## config.mk

```make
export PLATFORM = sky130hd
export DESIGN_NAME = apb_arbiter
export DESIGN_NICKNAME = d
export VERILOG_FILES = /design/src/rtl/apb_pkg.sv /design/src/rtl/apb_rr_pick.sv /design/src/rtl/apb_arbiter.sv
export SDC_FILE = /design/constraint.sdc
export NUM_CORES = 1
export LEC_CHECK = 0
export CORE_AREA = 2 2 124 126
export CTS_BUF_LIST = sky130_fd_sc_hd__clkbuf_16
export CTS_CLUSTER_DIAMETER = 120
export CTS_CLUSTER_SIZE = 28
export DETAILED_ROUTE_END_ITERATION = 12
export DIE_AREA = 0 0 126 128
export PLACE_DENSITY = 0.7
export SLEW_MARGIN = 15
export SYNTH_ARGS = -nofsm -noshare
export SYNTH_HDL_FRONTEND = slang
export SYNTH_SLANG_ARGS = --single-unit
```

## constraint.sdc

```tcl
create_clock -name clk -period 2.5 [get_ports clk]
set_clock_uncertainty 0.1 [all_clocks]
set_input_delay 0.5 -clock clk [delete_from_list [all_inputs] [get_ports clk]]
set_output_delay 0.5 -clock clk [all_outputs]
set_load 0.005 [all_outputs]
```

## src/rtl/apb_pkg.sv

```systemverilog
// Shared types for the two-master APB arbiter: FSM state encoding, strobe width
// and the master index type.
package apb_pkg;

    localparam int APB_STB_WIDTH = 4;

    typedef enum logic [1:0] {
        IDLE   = 2'd0,
        SETUP  = 2'd1,
        ACCESS = 2'd2,
        TOUT   = 2'd3
    } apb_state_e;

    typedef logic [0:0] mst_idx_t;

endpackage

```

## src/rtl/apb_rr_pick.sv

```systemverilog
// Two-way round-robin picker: a lone requester always wins, and under contention
// the master that did not own the most recent transfer wins.
module apb_rr_pick
    import apb_pkg::*;
(
    input  logic [1:0] req,
    input  mst_idx_t   last_grant,
    output logic       gnt_valid,
    output mst_idx_t   gnt_idx
);

    // Pick the next owner from the request vector and the previous owner
    always_comb begin
        gnt_valid = 1'b0;
        gnt_idx   = 1'b0;
        case (req)
            2'b01: begin
                gnt_valid = 1'b1;
                gnt_idx   = 1'b0;
            end
            2'b10: begin
                gnt_valid = 1'b1;
                gnt_idx   = 1'b1;
            end
            2'b11: begin
                gnt_valid = 1'b1;
                gnt_idx   = ~last_grant;
            end
            default: begin
                gnt_valid = 1'b0;
                gnt_idx   = 1'b0;
            end
        endcase
    end

endmodule

```

## src/rtl/apb_arbiter.sv

```systemverilog
// Two-master APB arbiter: captures the granted master's request, replays it as a
// clean SETUP/ACCESS sequence downstream and routes the response back to the owner.
module apb_arbiter
    import apb_pkg::*;
#(
    parameter int ADDR_WIDTH     = 32,
    parameter int DATA_WIDTH     = 32,
    parameter int TIMEOUT_CYCLES = 256
) (
    input  logic                     clk,
    input  logic                     APB_PRESETn,
    input  logic [ADDR_WIDTH-1:0]    m0_paddr,
    input  logic [DATA_WIDTH-1:0]    m0_pdata,
    input  logic                     m0_psel,
    input  logic                     m0_penable,
    input  logic                     m0_pwrite,
    input  logic [APB_STB_WIDTH-1:0] m0_pstb,
    output logic [DATA_WIDTH-1:0]    m0_prdata,
    output logic                     m0_pready,
    output logic                     m0_perr,
    input  logic [ADDR_WIDTH-1:0]    m1_paddr,
    input  logic [DATA_WIDTH-1:0]    m1_pdata,
    input  logic                     m1_psel,
    input  logic                     m1_penable,
    input  logic                     m1_pwrite,
    input  logic [APB_STB_WIDTH-1:0] m1_pstb,
    output logic [DATA_WIDTH-1:0]    m1_prdata,
    output logic                     m1_pready,
    output logic                     m1_perr,
    output logic [ADDR_WIDTH-1:0]    APB_paddr,
    output logic [DATA_WIDTH-1:0]    APB_pdata,
    output logic                     APB_psel,
    output logic                     APB_penable,
    output logic                     APB_pwrite,
    output logic [APB_STB_WIDTH-1:0] APB_pstb,
    input  logic [DATA_WIDTH-1:0]    APB_prdata,
    input  logic                     APB_pready,
    input  logic                     APB_perr,
    output logic                     grant_owner,
    output logic                     busy
);

    localparam int CNT_W = $clog2(TIMEOUT_CYCLES) + 1;
    localparam logic [CNT_W-1:0] CNT_LAST = CNT_W'(TIMEOUT_CYCLES - 1);
    localparam logic [CNT_W-1:0] CNT_MAX  = '1;

    apb_state_e       state_r;
    mst_idx_t         owner_r;
    mst_idx_t         last_grant_r;
    logic [CNT_W-1:0] cnt_r;
    logic             gnt_valid_s;
    mst_idx_t         gnt_idx_s;
    logic             unused_s;

    // The arbiter only needs psel as the request; penable is part of the master's own handshake
    assign unused_s = m0_penable ^ m1_penable;

    apb_rr_pick u_pick (
        .req        ({m1_psel, m0_psel}),
        .last_grant (last_grant_r),
        .gnt_valid  (gnt_valid_s),
        .gnt_idx    (gnt_idx_s)
    );

    // Transfer FSM, capture registers and ACCESS-phase watchdog
    always_ff @(posedge clk) begin
        if (!APB_PRESETn) begin
            state_r      <= IDLE;
            owner_r      <= 1'b0;
            last_grant_r <= 1'b1;
            cnt_r        <= '0;
            APB_paddr    <= '0;
            APB_pdata    <= '0;
            APB_psel     <= 1'b0;
            APB_penable  <= 1'b0;
            APB_pwrite   <= 1'b0;
            APB_pstb     <= '0;
        end else begin
            case (state_r)
                IDLE: begin
                    if (gnt_valid_s) begin
                        owner_r     <= gnt_idx_s;
                        APB_paddr   <= (gnt_idx_s == 1'b1) ? m1_paddr  : m0_paddr;
                        APB_pdata   <= (gnt_idx_s == 1'b1) ? m1_pdata  : m0_pdata;
                        APB_pwrite  <= (gnt_idx_s == 1'b1) ? m1_pwrite : m0_pwrite;
                        APB_pstb    <= (gnt_idx_s == 1'b1) ? m1_pstb   : m0_pstb;
                        APB_psel    <= 1'b1;
                        APB_penable <= 1'b0;
                        state_r     <= SETUP;
                    end else begin
                        state_r <= IDLE;
                    end
                end
                SETUP: begin
                    APB_penable <= 1'b1;
                    cnt_r       <= '0;
                    state_r     <= ACCESS;
                end
                ACCESS: begin
                    if (APB_pready) begin
                        APB_psel     <= 1'b0;
                        APB_penable  <= 1'b0;
                        last_grant_r <= owner_r;
                        state_r      <= IDLE;
                    end else if (cnt_r == CNT_LAST) begin
                        // Slave never answered: drop the bus and answer the owner ourselves
                        APB_psel    <= 1'b0;
                        APB_penable <= 1'b0;
                        state_r     <= TOUT;
                    end else if (cnt_r != CNT_MAX) begin
                        cnt_r <= cnt_r + CNT_W'(1);
                    end else begin
                        cnt_r <= cnt_r;
                    end
                end
                TOUT: begin
                    last_grant_r <= owner_r;
                    state_r      <= IDLE;
                end
                default: begin
                    APB_psel    <= 1'b0;
                    APB_penable <= 1'b0;
                    state_r     <= IDLE;
                end
            endcase
        end
    end

    // Route the completion only to the owner; everyone else sees all-zero responses
    always_comb begin
        m0_pready = 1'b0;
        m0_perr   = 1'b0;
        m0_prdata = '0;
        m1_pready = 1'b0;
        m1_perr   = 1'b0;
        m1_prdata = '0;
        if (APB_PRESETn && (state_r == ACCESS) && APB_pready) begin
            if (owner_r == 1'b0) begin
                m0_pready = 1'b1;
                m0_perr   = APB_perr;
                m0_prdata = APB_prdata;
            end else begin
                m1_pready = 1'b1;
                m1_perr   = APB_perr;
                m1_prdata = APB_prdata;
            end
        end else if (APB_PRESETn && (state_r == TOUT)) begin
            if (owner_r == 1'b0) begin
                m0_pready = 1'b1;
                m0_perr   = 1'b1;
            end else begin
                m1_pready = 1'b1;
                m1_perr   = 1'b1;
            end
        end else begin
            m0_pready = 1'b0;
            m1_pready = 1'b0;
        end
    end

    assign busy        = (state_r != IDLE);
    assign grant_owner = owner_r;

endmodule

```

==> impl_table.tex, run 1 <==
\begin{tabular}{lr}
\hline
Metric & Value \\
\hline
\multicolumn{2}{l}{\textbf{Synthesis}} \\
Fraction of synthesized cell area taken by the top area cell type & 39.37\% \\
Distinct cells, synth & 33 \\
Syn nets & 743 \\
Ys async rst share & 0\% \\
Number of enable-type register cells in the synthesized netlist & 0 \\
Most area-hungry cell type in the Yosys netlist & sky130\_fd\_sc\_hd\_\_dfxtp\_1 \\
Flip-flop and latch count after synthesis & 84 \\
Cells taking the most area after synthesis & sky130\_fd\_sc\_hd\_\_dfxtp\_1 39\%, sky130\_fd\_sc\_hd\_\_a311oi\_1 14\%, sky130\_fd\_sc\_hd\_\_nand2\_1 13\%, sky130\_fd\_sc\_hd\_\_a21oi\_1 9.5\%, sky130\_fd\_sc\_hd\_\_and2\_1 9.4\% \\
Post-synthesis area per instance & 7.601 um\^{}2 \\
Part of the Yosys area used for sequential elements & 39.37\% \\
Most instantiated flip-flop cell in the synthesis netlist & sky130\_fd\_sc\_hd\_\_dfxtp\_1 \\
Number of warnings reported in the yosys synthesis log & 0 \\
Post-synthesis cell area & 0.004272 mm\^{}2 \\
Leading post-synthesis cells by instance count & 145 x sky130\_fd\_sc\_hd\_\_nand2\_1, 84 x sky130\_fd\_sc\_hd\_\_dfxtp\_1, 81 x sky130\_fd\_sc\_hd\_\_a21oi\_1 \\
Most frequent cell after synthesis & sky130\_fd\_sc\_hd\_\_nand2\_1 \\
Mapped Cells & 562 \\
\multicolumn{2}{l}{\textbf{Global routing}} \\
Vias in the first global route & 4970 \\
Antenna violations before repair & 0 \\
Total routing usage reported by global routing & 21.19\% \\
Largest net degree at the start of global routing & 72 \\
Global-route wire length before repair & 27.19 mm \\
Remaining global-route overflow & 0 \\
\multicolumn{2}{l}{\textbf{Die}} \\
Floorplan die area & 0.01613 mm\^{}2 \\
Area of the core & 0.01486 mm\^{}2 \\
Chip height & 128 um \\
Starting Density & 28.74\% \\
Die X-Extent & 126 um \\
Number of core rows & 45 \\
Top-Level Pins & 319 \\
\multicolumn{2}{l}{\textbf{Power and ir drop}} \\
Power density relative to cell area & 526.8 mW/mm\^{}2 \\
Leakage power total & 3.340 nW \\
Peak ir drop on the vdd network & 0.2863 mV \\
\multicolumn{2}{l}{\textbf{Drt}} \\
Post-DR vias/cell & 5.026 \\
Antenna viol nets, final & 0 \\
Per-cell routed wire length & 16.79 um \\
Routed vias & 5302 \\
Total Routed Length & 17.71 mm \\
Number of search-and-repair iterations in the first detailed-routing pass & 6 \\
DRC violation count after routing & 0 \\
Detailed router's first-iteration violation count & 267 \\
\multicolumn{2}{l}{\textbf{Timing}} \\
Highest clock frequency the design can meet & 421.4 MHz \\
Share of the clock period used by the worst path after layout & 94.92\% \\
Period minus WS final & 2.373 ns \\
Relative slew margins & 34.69\% \\
Setup repair after global routing missed its margin & false \\
Final Hold Fails & 0 \\
Number of max-slew violations in the final report & 0 \\
Transition time at the pin with the least slew margin & 0.9773 ns \\
Worst path setup slack after routing & 0.1271 ns \\
Finish-stage setup viols & 0 \\
\multicolumn{2}{l}{\textbf{Setup path}} \\
Critical Path RT & 1.90 ns \\
Crit path largest cell delay & 0.50 ns \\
Number of buffers and inverters on the critical path & 2 \\
Cells along the critical path & nor3\_4, buf\_12, and2\_1, clkdlybuf4s50\_1 \\
Type of element capturing the critical path & primary output \\
Crit-path leading delay family & buffers and inverters \\
Critical path peak fanout & 32 \\
Slowest library cell on the worst path & sky130\_fd\_sc\_hd\_\_clkdlybuf4s50\_1 \\
Data arrival at the endpoint of the critical path & 1.77 ns \\
Crit start category & flip-flop \\
Worst Setup Path Type & reg -> out \\
\multicolumn{2}{l}{\textbf{Place}} \\
Worst setup timing slack at the placement stage & -0.3624 ns \\
Input/output buffers & 316 \\
Placed Area & 0.007731 mm\^{}2 \\
Final weighted congestion of routability-driven global placement & 0.8191 \\
Detailed-placement wirelength estimate & 12.44 mm \\
\multicolumn{2}{l}{\textbf{Clock network}} \\
Cell at the root of the clock tree & sky130\_fd\_sc\_hd\_\_clkbuf\_16 \\
H-tree depth reported by CTS & 3 \\
TritonCTS clock tree & done \\
Clock insertion delay at the later pin of the skew report & 0.34 ns \\
Clock-pin slew on the worst setup and hold paths & 0.06 ns \\
Maximum root-to-sink buffer count & 2 \\
Clk sink count & 84 \\
Total clock buffers created by CTS & 9 \\
\multicolumn{2}{l}{\textbf{Cells and area}} \\
FILL cells & 1413 \\
Net count of the finished layout & 1043 \\
Share of layout cells above drive strength 1 & 7.036\% \\
Design Area, Final & 0.008153 mm\^{}2 \\
Area growth from synthesis to layout & 90.86\% \\
Diode count & 0 \\
Combined area of the multi-input logic cells & 0.002401 mm\^{}2 \\
Register area & 0.001684 mm\^{}2 \\
\multicolumn{2}{l}{\textbf{Run status}} \\
Status & finished, final reports clean \\
\multicolumn{2}{l}{\textbf{Job}} \\
Count of max-cap constraint violations & 0 \\
\multicolumn{2}{l}{\textbf{Worst hold path}} \\
Type of the most critical hold path & reg -> reg \\
\hline
\end{tabular}
state kept, by name, summed over array words and instances (netlist names):
signal	flops
cnt_r	9
state_r	2
APB_paddr	32
grant_owner	1
APB_penable	1
APB_pdata	32
APB_psel	1
APB_pwrite	1
last_grant_r	1
APB_pstb	4
layout make-up:
cell class                 instances  area share, %
timing repair buffer             347          42.65
inverter                           4         0.1842
multi-input combinational        416          29.45
sequential                        84          20.66
clock inverter                     7          1.412
clock buffer                       9          2.762
tap                              188          2.885
worst register-to-register path, cell delays in order, from the launching register on:
cell                      delay, ns
sky130_fd_sc_hd__dfxtp_1       0.34
sky130_fd_sc_hd__ha_2          0.22
sky130_fd_sc_hd__nand3_1       0.08
sky130_fd_sc_hd__nor2_1        0.06
sky130_fd_sc_hd__ha_1          0.21
sky130_fd_sc_hd__or4b_1        0.49
sky130_fd_sc_hd__buf_6         0.17
sky130_fd_sc_hd__or4_1         0.47
sky130_fd_sc_hd__a21oi_1       0.15
cell usage in the layout (no fill, tap or decap), drive strengths merged, types with 4 or more instances in the layout:
cell | netlist | layout
dlygate4sd2 | 0 | 22
nor2 | 8 | 8
buf | 12 | 33
clkbuf | 46 | 9
dfxtp | 84 | 84
o31ai | 4 | 4
a21oi | 81 | 81
o21ai | 4 | 4
clkdlybuf4s50 | 0 | 282
or4 | 4 | 4
nand2 | 145 | 145
inv | 4 | 4
dlymetal6s2s | 0 | 10
nand3 | 7 | 7
and2 | 64 | 64
a311oi | 69 | 69
final timing paths:
path | to | slack, ns | start | depth (start not counted)
max reg2reg | cnt_r[4] | 0.16 | cnt_r[0] | 8
min reg2reg | cnt_r[6] | 0.39 | cnt_r[6] | 2
max | m0_prdata[6] | 0.13 | state_r[0] | 4
min | cnt_r[6] | 0.39 | cnt_r[6] | 2
what timing repair did:
item | 4_1_cts | 5_1_grt
hold buffers | 0 | 0
pin swaps | 2 | 0
setup endpoints to repair | 68 | 36
buffers inserted | 2 | 2
resized for setup | 41 | 13
gates cloned | 2 | 0
kinds of logic after synthesis:
logic type / synth area share, %
buffers and inverters: 5.917
adders and majority gates: 0.8788
muxes: 0.4687
AOI/OAI and AO/OA: 26.36
DFF: 39.37
and+or+nand+nor: 27.01
power by group:
group	internal [mW]	switching, mW	total [mW]
Sequential	1.49	0.0834	1.57
Clock	0.973	0.570	1.54
Combinational	0.691	0.490	1.18
metrics by stage:
stage	TNS [ns]	std cells	power (mW)	hold WS, ns	util [%]
after floorplan	0	562	2.019	0.3521	-
after global placement	-17.60	1033	2.779	0.3746	52.01
after detailed placement	-20.06	1033	2.784	0.3800	52.01
after CTS	0	1053	4.349	0.3886	54.49
after global routing	0	1055	4.500	0.4045	54.85
final	0	1055	4.295	0.3880	54.85
per-layer routing:
layer  vias up  global-route usage [%]  routed length, um
met5         -                       0                  0
met4         0                   8.791                531
met3        33                   7.262               1569
met2       252                   35.26               8596
met1      2416                   25.02               7017
li1       2601                       -                  -
Note: power is estimated with default switching activity, not from simulation.
==> run 2, diff against run 1 <==
--- a/config.mk
+++ b/config.mk
@@ -11,7 +11,9 @@
 export CTS_CLUSTER_SIZE = 28
 export DETAILED_ROUTE_END_ITERATION = 12
 export DIE_AREA = 0 0 126 128
+export GPL_ROUTABILITY_DRIVEN = 1
 export PLACE_DENSITY = 0.7
+export SKIP_LAST_GASP = 1
 export SLEW_MARGIN = 15
 export SYNTH_ARGS = -nofsm -noshare
 export SYNTH_HDL_FRONTEND = slang
==> impl_table.tex, run 2 (synthesis gave the netlist of run 1 again) <==
\begin{tabular}{lr}
\hline
Metric & Value \\
\hline
\multicolumn{2}{l}{\textbf{Timing}} \\
Relative slew margins & 33.62\% (-1.1 points) \\
Finish-stage setup viols & 1 (+1) \\
Highest clock frequency the design can meet & 398.9 MHz (-5.4\%) \\
Final Hold Fails & 0 (unchanged) \\
Final-layout setup total negative slack & -0.007108 ns (-0.007108 ns) \\
Period minus WS final & 2.507 ns (+0.1342 ns) \\
Worst path setup slack after routing & -0.007108 ns (-0.1342 ns) \\
Number of max-slew violations in the final report & 0 (unchanged) \\
Setup repair after global routing missed its margin & true \\
Share of the clock period used by the worst path after layout & 100.3\% (+5.4 points) \\
Transition time at the pin with the least slew margin & 0.9933 ns (+0.01599 ns) \\
\multicolumn{2}{l}{\textbf{Power and ir drop}} \\
Total design power & 4.289 mW (-0.12\%) \\
Comb pwr share & 27.5\% (about the same) \\
Power density relative to cell area & 526.7 mW/mm\^{}2 (about the same) \\
Peak ir drop on the vdd network & 0.2862 mV (about the same) \\
Leakage power total & 3.324 nW (-0.46\%) \\
Switching power summed over all nets & 1.138 mW (-0.44\%) \\
Switching Share & 26.53\% (-0.084 points) \\
Part of the power in the clock network & 35.9\% (about the same) \\
Internal Dissipation & 3.152 mW (about the same) \\
Part of the total power dissipated in sequential elements & 36.6\% (about the same) \\
\multicolumn{2}{l}{\textbf{Place}} \\
Input/output buffers & 316 (unchanged) \\
Worst setup timing slack at the placement stage & -0.3624 ns (unchanged) \\
Total placed cells including tap cells & 1033 (unchanged) \\
Detailed-placement wirelength estimate & 12.44 mm (unchanged) \\
Final weighted congestion of routability-driven global placement & 0.8191 (unchanged) \\
\multicolumn{2}{l}{\textbf{Clock network}} \\
TritonCTS clock tree & done \\
Maximum root-to-sink buffer count & 2 (unchanged) \\
Cell at the root of the clock tree & sky130\_fd\_sc\_hd\_\_clkbuf\_16 \\
H-tree depth reported by CTS & 3 (unchanged) \\
Clk sink count & 84 (unchanged) \\
Clock insertion delay at the later pin of the skew report & 0.34 ns (about the same) \\
Cts-stage hold buffer count & 0 (unchanged) \\
Clock-pin slew on the worst setup and hold paths & 0.06 ns (about the same) \\
Total clock buffers created by CTS & 9 (unchanged) \\
\multicolumn{2}{l}{\textbf{Run status}} \\
Status & finished with violations \\
Violations in the final reports & setup timing \\
\multicolumn{2}{l}{\textbf{Setup path}} \\
Critical Path RT & 1.90 ns (about the same) \\
R2r setup slk & 0.16 ns (about the same) \\
Crit path largest cell delay & 0.49 ns (about the same) \\
Beginning of the worst register-to-register path & cnt\_r[0] \\
Critical path peak fanout & 9 (-72\%) \\
Crit start category & flip-flop \\
Worst reg-to-reg path cell count & 8 (unchanged) \\
Cells along the critical path & nand3\_4, nor3b\_4, buf\_6, buf\_4, and2\_1, clkdlybuf4s50\_1 \\
Type of element capturing the critical path & primary output \\
Worst Setup Path Type & reg -> out \\
Slowest library cell on the worst path & sky130\_fd\_sc\_hd\_\_clkdlybuf4s50\_1 \\
Data arrival at the endpoint of the critical path & 1.91 ns (+0.14 ns) \\
FF-to-FF End & cnt\_r[4] \\
\multicolumn{2}{l}{\textbf{Drt}} \\
DRC violation count after routing & 0 (unchanged) \\
Total Routed Length & 17.70 mm (about the same) \\
Routed vias & 5328 (+0.49\%) \\
Detailed router's first-iteration violation count & 266 (-0.37\%) \\
Antenna viol nets, final & 0 (unchanged) \\
Number of search-and-repair iterations in the first detailed-routing pass & 5 (-1) \\
Per-cell routed wire length & 16.78 um (about the same) \\
Post-DR vias/cell & 5.050 (+0.49\%) \\
\multicolumn{2}{l}{\textbf{Cells and area}} \\
FILL cells & 1415 (+0.14\%) \\
Layout Cells excl Fill & 1055 (unchanged) \\
Leading registers by flop count & APB\_paddr (32), APB\_pdata (32), cnt\_r (9) \\
Leading cell type in the layout, fill and taps excluded & sky130\_fd\_sc\_hd\_\_clkdlybuf4s50\_1 \\
Net count of the finished layout & 1043 (unchanged) \\
Area growth from synthesis to layout & 90.66\% \\
Diode count & 0 (unchanged) \\
Most frequent cells in the layout & 283 x sky130\_fd\_sc\_hd\_\_clkdlybuf4s50\_1, 145 x sky130\_fd\_sc\_hd\_\_nand2\_1, 82 x sky130\_fd\_sc\_hd\_\_dfxtp\_1, 81 x sky130\_fd\_sc\_hd\_\_a21oi\_1, 69 x sky130\_fd\_sc\_hd\_\_a311oi\_1 \\
Share of layout cells above drive strength 1 & 7.036\% (unchanged) \\
\multicolumn{2}{l}{\textbf{Die}} \\
Area of the core & 0.01486 mm\^{}2 (unchanged) \\
Number of core rows & 45 (unchanged) \\
Top-Level Pins & 319 (unchanged) \\
Starting Density & 28.74\% (unchanged) \\
Chip height & 128 um (unchanged) \\
Die X-Extent & 126 um (unchanged) \\
Floorplan die area & 0.01613 mm\^{}2 (unchanged) \\
\multicolumn{2}{l}{\textbf{Global routing}} \\
Total routing usage reported by global routing & 21.19\% (unchanged) \\
Largest net degree at the start of global routing & 72 (unchanged) \\
Remaining global-route overflow & 0 (unchanged) \\
Global-route wire length before repair & 27.19 mm (unchanged) \\
Vias in the first global route & 4970 (unchanged) \\
Antenna violations before repair & 0 (unchanged) \\
\multicolumn{2}{l}{\textbf{Worst hold path}} \\
Hold path start & cnt\_r[6] \\
Type of the most critical hold path & reg -> reg \\
Worst-case hold path end point & cnt\_r[6] \\
Hold Path Stages & 2 (unchanged) \\
\multicolumn{2}{l}{\textbf{Job}} \\
Count of max-cap constraint violations & 0 (unchanged) \\
\hline
\end{tabular}
==> run 2: stage by stage <==
stage	hold WS, ns	cell area [um^2]	utilization, %
global route	0.4045	8144	54.79
finish	0.3880	8144	54.79
detailed placement	0.3800	7731	52.01
floorplan	0.3521	4272	-
global placement	0.3746	7731	52.01
CTS	0.3886	8100	54.49
==> run 2: per-layer routing <==
layer  vias up  GRT usage (%)  share of wire [%]
li1       2601              -                  -
met1      2451          25.02                 40
met2       245          35.26                 49
met3        31          7.262                8.4
met4         0          8.791                2.9
met5         -              0                  0
==> run 2: power groups by stage <==
| stage | logic, mW | registers (mW) | clock network, mW |
|---|---|---|---|
| finish | 1.18 | 1.57 | 1.54 |
| global route | 1.28 | 1.59 | 1.63 |
| CTS | 1.19 | 1.57 | 1.58 |
| detailed placement | 1.19 | 1.60 | 0 |
| global placement | 1.19 | 1.59 | 0 |
| floorplan | 0.419 | 1.60 | 0 |
==> run 2: what timing repair did <==
action | in CTS | in global routing
cloned | 2 | 0
pin swaps | 2 | 0
buffers inserted | 2 | 2
resized for setup | 41 | 11
setup endpoints to repair | 68 | 36
==> run 2: critical path: cells and delay by family, from the launching register on <==
family | cells | cell delay [ns]
flip-flops | 1 | 0.36
AND/OR/NAND/NOR | 3 | 0.45
buffers and inverters | 3 | 0.76
==> run 2: layout make-up <==
class	count	area [um^2]	share of cell area, %
well taps	188	235.2	2.888
clock buffers	9	225.2	2.765
clock inverters	7	115.1	1.413
flip-flops and latches	84	1684	20.68
multi-input cells	416	2395	29.41
repair buffers	347	3475	42.66
inverters	4	15.01	0.1844
==> run 2: how the worst max path moves through the flow <==
stage                            from       endpoint  slack, ns  depth (start not counted)
final                      state_r[1]   m1_prdata[3]     -0.007                          6
after global routing       state_r[1]   m1_prdata[3]      -0.09                          6
after CTS                  state_r[1]  m1_prdata[20]      0.002                          6
after detailed placement  APB_PRESETn  m1_prdata[26]      -0.36                          6
after global placement    APB_PRESETn   m1_prdata[5]      -0.30                          6
after floorplan           APB_PRESETn  m1_prdata[10]       0.29                          5
==> run 3, diff against run 2 <==
--- a/config.mk
+++ b/config.mk
@@ -6,7 +6,6 @@
 export NUM_CORES = 1
 export LEC_CHECK = 0
 export CORE_AREA = 2 2 124 126
-export CTS_BUF_LIST = sky130_fd_sc_hd__clkbuf_16
 export CTS_CLUSTER_DIAMETER = 120
 export CTS_CLUSTER_SIZE = 28
 export DETAILED_ROUTE_END_ITERATION = 12
==> results of run 3 <==
The final DEF is identical to that of run 2; final timing and power are the same.
